`config.mk`:
```
export PLATFORM = sky130hd
export DESIGN_NAME = parallel_lane_packer
export DESIGN_NICKNAME = d
export VERILOG_FILES = /design/src/rtl/parallel_lane_packer.sv
export SDC_FILE = /design/constraint.sdc
export NUM_CORES = 1
export LEC_CHECK = 0
export CAP_MARGIN = 20
export CORE_ASPECT_RATIO = 0.5
export CORE_MARGIN = 1
export CORE_UTILIZATION = 55
export CTS_CLUSTER_DIAMETER = 80
export DETAILED_ROUTE_END_ITERATION = 10
export GPL_TIMING_DRIVEN = 0
export PLACE_DENSITY = 0.81
export SYNTH_ARGS = -nofsm -noshare
export SYNTH_HDL_FRONTEND = slang
export SYNTH_SLANG_ARGS = --single-unit
```
`constraint.sdc`:
```
create_clock -name clk -period 2.7 [get_ports clk]
set_input_delay 0.81 -clock clk [delete_from_list [all_inputs] [get_ports clk]]
set_output_delay 0.81 -clock clk [all_outputs]
set_load 0.05 [all_outputs]
```
`src/rtl/parallel_lane_packer.sv`:
```
// Serial-to-parallel lane packer: fills PAR_FACTOR lanes from a valid/ready stream and
// holds each group in an output register until downstream takes it. Optional PACKER_GRP_CNT_EN.
module parallel_lane_packer #(
  parameter int PAR_FACTOR = 4,
  parameter int DATA_WIDTH = 4
) (
  input  logic                  clk,
  input  logic                  rst,
  input  logic [DATA_WIDTH-1:0] s_data,
  input  logic                  s_valid,
  output logic                  s_ready,
  input  logic                  s_last,
  output logic [DATA_WIDTH-1:0] data_out [PAR_FACTOR],
  output logic [PAR_FACTOR-1:0] lane_mask,
  output logic                  m_valid,
  input  logic                  m_ready,
  output logic                  en
`ifdef PACKER_GRP_CNT_EN
  ,
  output logic [15:0]           grp_cnt,
  output logic                  short_grp
`endif
);

  localparam int IW = $clog2(PAR_FACTOR);
  localparam logic [IW-1:0] LAST = IW'(PAR_FACTOR - 1);

  typedef enum logic {S_FILL, S_WAIT} state_t;

  state_t                state, state_nxt;
  logic                  rdy_q;
  logic [IW-1:0]         idx;
  logic [DATA_WIDTH-1:0] fill_buf [PAR_FACTOR];
  logic [PAR_FACTOR-1:0] fill_mask, lane_hit;
  logic                  accept, close, out_free, ld_direct, ld_wait;

  // rdy_q keeps s_ready low until the first edge after reset release
  assign s_ready   = rdy_q & (state == S_FILL);
  assign accept    = s_valid & s_ready;
  assign close     = accept & (s_last | (idx == LAST));
  assign out_free  = ~m_valid | m_ready;
  assign en        = m_valid & m_ready;
  assign ld_direct = close & out_free;
  assign ld_wait   = (state == S_WAIT) & m_ready;

  for (genvar i = 0; i < PAR_FACTOR; i++) begin : g_hit
    assign lane_hit[i] = accept & (idx == IW'(i));
  end

  always_ff @(posedge clk or negedge rst) begin
    if (!rst) state <= S_FILL;
    else      state <= state_nxt;
  end

  always_comb begin
    state_nxt = state;
    case (state)
      S_FILL:  if (close & ~out_free) state_nxt = S_WAIT;
      S_WAIT:  if (m_ready)           state_nxt = S_FILL;
      default: state_nxt = S_FILL;
    endcase
  end

  always_ff @(posedge clk or negedge rst) begin
    if (!rst) begin
      rdy_q   <= 1'b0;
      idx     <= '0;
      m_valid <= 1'b0;
    end else begin
      rdy_q <= 1'b1;
      if (close)       idx <= '0;
      else if (accept) idx <= idx + IW'(1);
      if (ld_direct | ld_wait) m_valid <= 1'b1;
      else if (m_ready)        m_valid <= 1'b0;
    end
  end

  // A direct load merges the closing sample in flight; lanes past it are already zero
  always_ff @(posedge clk or negedge rst) begin
    if (!rst) begin
      for (int i = 0; i < PAR_FACTOR; i++) begin
        fill_buf[i] <= '0;
        data_out[i] <= '0;
      end
      fill_mask <= '0;
      lane_mask <= '0;
    end else begin
      for (int i = 0; i < PAR_FACTOR; i++) begin
        if (ld_direct)    data_out[i] <= lane_hit[i] ? s_data : fill_buf[i];
        else if (ld_wait) data_out[i] <= fill_buf[i];
        if (ld_direct | ld_wait) fill_buf[i] <= '0;
        else if (lane_hit[i])    fill_buf[i] <= s_data;
      end
      if (ld_direct)    lane_mask <= fill_mask | lane_hit;
      else if (ld_wait) lane_mask <= fill_mask;
      if (ld_direct | ld_wait) fill_mask <= '0;
      else                     fill_mask <= fill_mask | lane_hit;
    end
  end

`ifdef PACKER_GRP_CNT_EN
  always_ff @(posedge clk or negedge rst) begin
    if (!rst)    grp_cnt <= '0;
    else if (en) grp_cnt <= grp_cnt + 16'd1;
  end

  assign short_grp = m_valid & ~&lane_mask;
`endif

endmodule

```
---- After elaboration in Yosys (flattened, before gate mapping) ----
Index checks and enable logic that the tools add are counted.
word-level totals
  flip-flop bits (word level) ............. 45
  input bits .............................. 9
  logic and storage cells ................. 66
operators by class
  add/subtract/negate cells ............... 1
  equal/unequal tests ..................... 3
  mux-type cells .......................... 26
  bitwise gates (word level) .............. 18
  reduce and logical (&&, ||, !) cells .... 4
operators with widths
  operator               count
  $mux W4                19
  $and A1 B1 Y1          11
  $reduce_bool A2 Y1     3
  $eq A2 B2 Y1 const B   2
  $mux W1                4
  $mux W2                2
  $or A4 B4 Y4           1
  $not A1 Y1             3
  $or A1 B1 Y1           3
  $add A2 B1 Y2 const B  1
  $eq A2 B1 Y1 const B   1
  $logic_not A2 Y1       1
  $pmux W1 S2            1

---- Depth between registers and ports, before layout ----
  word-level depth ........................ 7
  gate-level depth with buffers ........... 5
  mapped depth without buffers ............ 5

---- Worst setup path after synthesis ----
OpenSTA, ideal clock, no wires.
  path kind ............................... input-to-output
  start ................................... input m_ready
  end ..................................... output en
  data arrival time ....................... 1.222 ns
  data required time ...................... 1.890 ns
  slack ................................... 0.668 ns
  stages on the path ...................... 1
  path buffers ............................ 0
  path through ............................ and2_1
between the ends
  word-level cells in the longest chain between the ends .. 1
RTL lines
  element             line  RTL
  start: declaration  16    input logic m_ready,
  $and A1 B1 Y1       42    assign en = m_valid & m_ready;
  end: declaration    17    output logic en
Every way passes these cells.

---- Worst setup path in the final report ----
Ends and elaborated chain as after synthesis.

==> flow_summary.json <==
{
  "status": "finished, final reports clean",
  "fin_tns_setup_ns": 0,
  "nets": 214,
  "yosys.cell_types.count": 26,
  "cp_data_arrival_time_ns": 1.78,
  "layout-drive-gt1-share_pct": 11.44,
  "grt_start_max_net_pins": 35,
  "clock-skew-final_ns": 0.004632,
  "path_class": "input pin to primary output",
  "grt_pass1_vias": 1320,
  "finalHoldWorstSlack_ns": 0.3886,
  "fp.dieH_um": 45.46,
  "yosysTopAreaCell": "dfrtp_1",
  "dr.pass1.iters": 2,
  "syn2layout_area_growth_pct": 22.17,
  "cts_tree": "done",
  "synth_area_leaders": "dfrtp_1 (54%), mux2i_1 (23%), nor2_1 (3.1%)",
  "yosys_register_bits": 45,
  "numPortBuffers": 30,
  "ir_drop_mv": 0.5177,
  "grt_use_total_pct": 22.37,
  "final_common_cell": "mux2i_1",
  "relSlewSlack_pct": 62.68,
  "min_path_type": "input pin to asynchronous set/reset pin",
  "synth_area_um2": 2077,
  "drv_slew": 0,
  "core_um2": 3528,
  "power.density_nw_per_um2": 917.2,
  "leakage_nw": 1.337,
  "clockBufferDepth": 2,
  "cts_made_buffers": 5,
  "final_cell_mix": "mux2i_1 (48), dfrtp_1 (45), clkdlybuf4s50_1 (28), nor2_1 (17), buf_2 (9)",
  "worst-r2r-setup-slack_ns": 0.91,
  "cp-start-kind": "input pin",
  "rsz0062_at_grt": "no",
  "crit_required_ns": 1.89,
  "yosys_most_used_dff": "dfrtp_1",
  "drc": 0,
  "critical_path.max_fanout": 5,
  "yosysSeqAreaShare_pct": 54.22,
  "clock_latency_ns": 0.29,
  "grt_overflow": 0,
  "endpoint_kind": "primary output",
  "synth-edff-count": 0,
  "viasPerCell": 5.357,
  "worstMarginPinSlew_ns": 0.5579,
  "finalPower_mw": 2.327,
  "post-route-util_pct": 71.91,
  "syn_inst": 163,
  "rows": 15,
  "ys_warn_count": 0,
  "layout_worst_path_cycle_share_pct": 95.96,
  "cts_setup_buffers": 0,
  "grt_first_pass_wirelength_um": 6375,
  "antenna_found_initial": 0,
  "vias": 1350,
  "reg2reg_to": "data_out[7]",
  "hold_viol": 0,
  "diodes": 0,
  "hold_buffers": 0,
  "clock_sinks": 45,
  "r2r-start": "idx[1]",
  "gp_congestion": 0.7419,
  "postRouteAntennaNets": 0,
  "start_util_pct": 58.87,
  "avgSynthCellArea_um2": 12.74,
  "syn_nets": 176,
  "finalCriticalPeriod_ns": 2.591,
  "async_reset_ff_share_pct": 100.0,
  "path_clk_slew_ns": 0.08,
  "die_area_um2": 4041,
  "fillers": 263,
  "fp.dieW_um": 88.91,
  "routed_wl_um": 4018,
  "rr_worst_depth": 5,
  "maxCapViolCount": 0,
  "drt_iter0_drc": 50,
  "h-tree-depth": 2,
  "yosys.area.top_type_share_pct": 54.22,
  "avgRoutedWirePerCell_um": 15.94,
  "ios": 32,
  "dpl.hpwl_um": 2874,
  "finalSetupViolCount": 0,
  "clock-root-buffer": "clkbuf_8",
  "max_freq_mhz": 386.0
}
==> layer usage <==
layer | vias up | global-route usage [%] | part of all wire (%)
li1 | 647 | - | -
met1 | 679 | 30.19 | 49
met2 | 20 | 35.85 | 46
met3 | 4 | 5.435 | 3.2
met4 | 0 | 8.710 | 1.2
met5 | - | 0 | 0
==> critical path, stage by stage <==
cell and delay [ns]:
clkdlybuf4s50_1 0.57, and2_1 0.15, buf_2 0.26
==> where the power goes <==
part	total, mW	switching, mW	internal (mW)
Combinational	0.965	0.622	0.343
Clock	0.415	0.211	0.203
Sequential	0.947	0.0931	0.854
==> synthesized netlist by cell type (all sizes together) (2+ instances only) <==
library cell and n:
a21oi 5, a2bb2oi 4, buf 9, dfrtp 45
ha 4, inv 6, mux2i 48, nand3 2
nand4b 4, nor2 18, o21ai 3, o41ai 4
==> cell families (layout without fill, tap and decap cells) <==
kind of cell	Yosys count	after routing	synth area share, %
muxes	48	48	23.13
DFF	45	45	54.22
and+or+nand+nor	32	32	9.157
AOI/OAI and AO/OA	18	18	6.626
buffers and inverters	15	53	4.277
adders and majority gates	4	4	2.410
other	1	1	0.1805
==> layout make-up <==
class                      count  area, um2  share of cell area [%]
sequential                    45       1126                   44.38
inverter                       6      22.52                  0.8876
clock buffer                   7      86.33                   3.402
timing repair buffer          31      310.3                   12.23
buffer                         9      66.31                   2.613
tap                           51      63.81                   2.515
multi-input combinational    103      862.1                   33.97
==> sequential cells by signal, indices dropped and copies added, names as in the netlist <==
register and count:
state 1, idx 2, fill_mask 4, data_out 16
rdy_q 1, lane_mask 4, m_valid 1, fill_buf 16
==> how the worst max path moves through the flow <==
stage,from,endpoint,slack (ns)
global placement,m_ready,en,-0.39
global route,state,s_ready,0.05
finish,m_ready,en,0.11
CTS,m_ready,en,0.007
floorplan,m_ready,en,0.67
detailed placement,m_ready,en,-0.42
==> per-stage QoR <==
| stage | setup WS [ns] | area (um2) | std cells |
|---|---|---|---|
| after floorplan | 0.6683 | 2077 | 163 |
| final | 0.1091 | 2537 | 252 |
| after CTS | 0.006628 | 2544 | 252 |
| after global routing | 0.04970 | 2537 | 252 |
| after global placement | -0.3905 | 2441 | 244 |
| after detailed placement | -0.4233 | 2456 | 245 |
==> repair_timing <==
| item | 4_1_cts | 5_1_grt |
|---|---|---|
| cloned | 0 | 0 |
| setup endpoints to repair | 1 | 1 |
| pin swaps | 0 | 0 |
| resized for setup | 3 | 2 |
(Power assumes the default switching activity.)
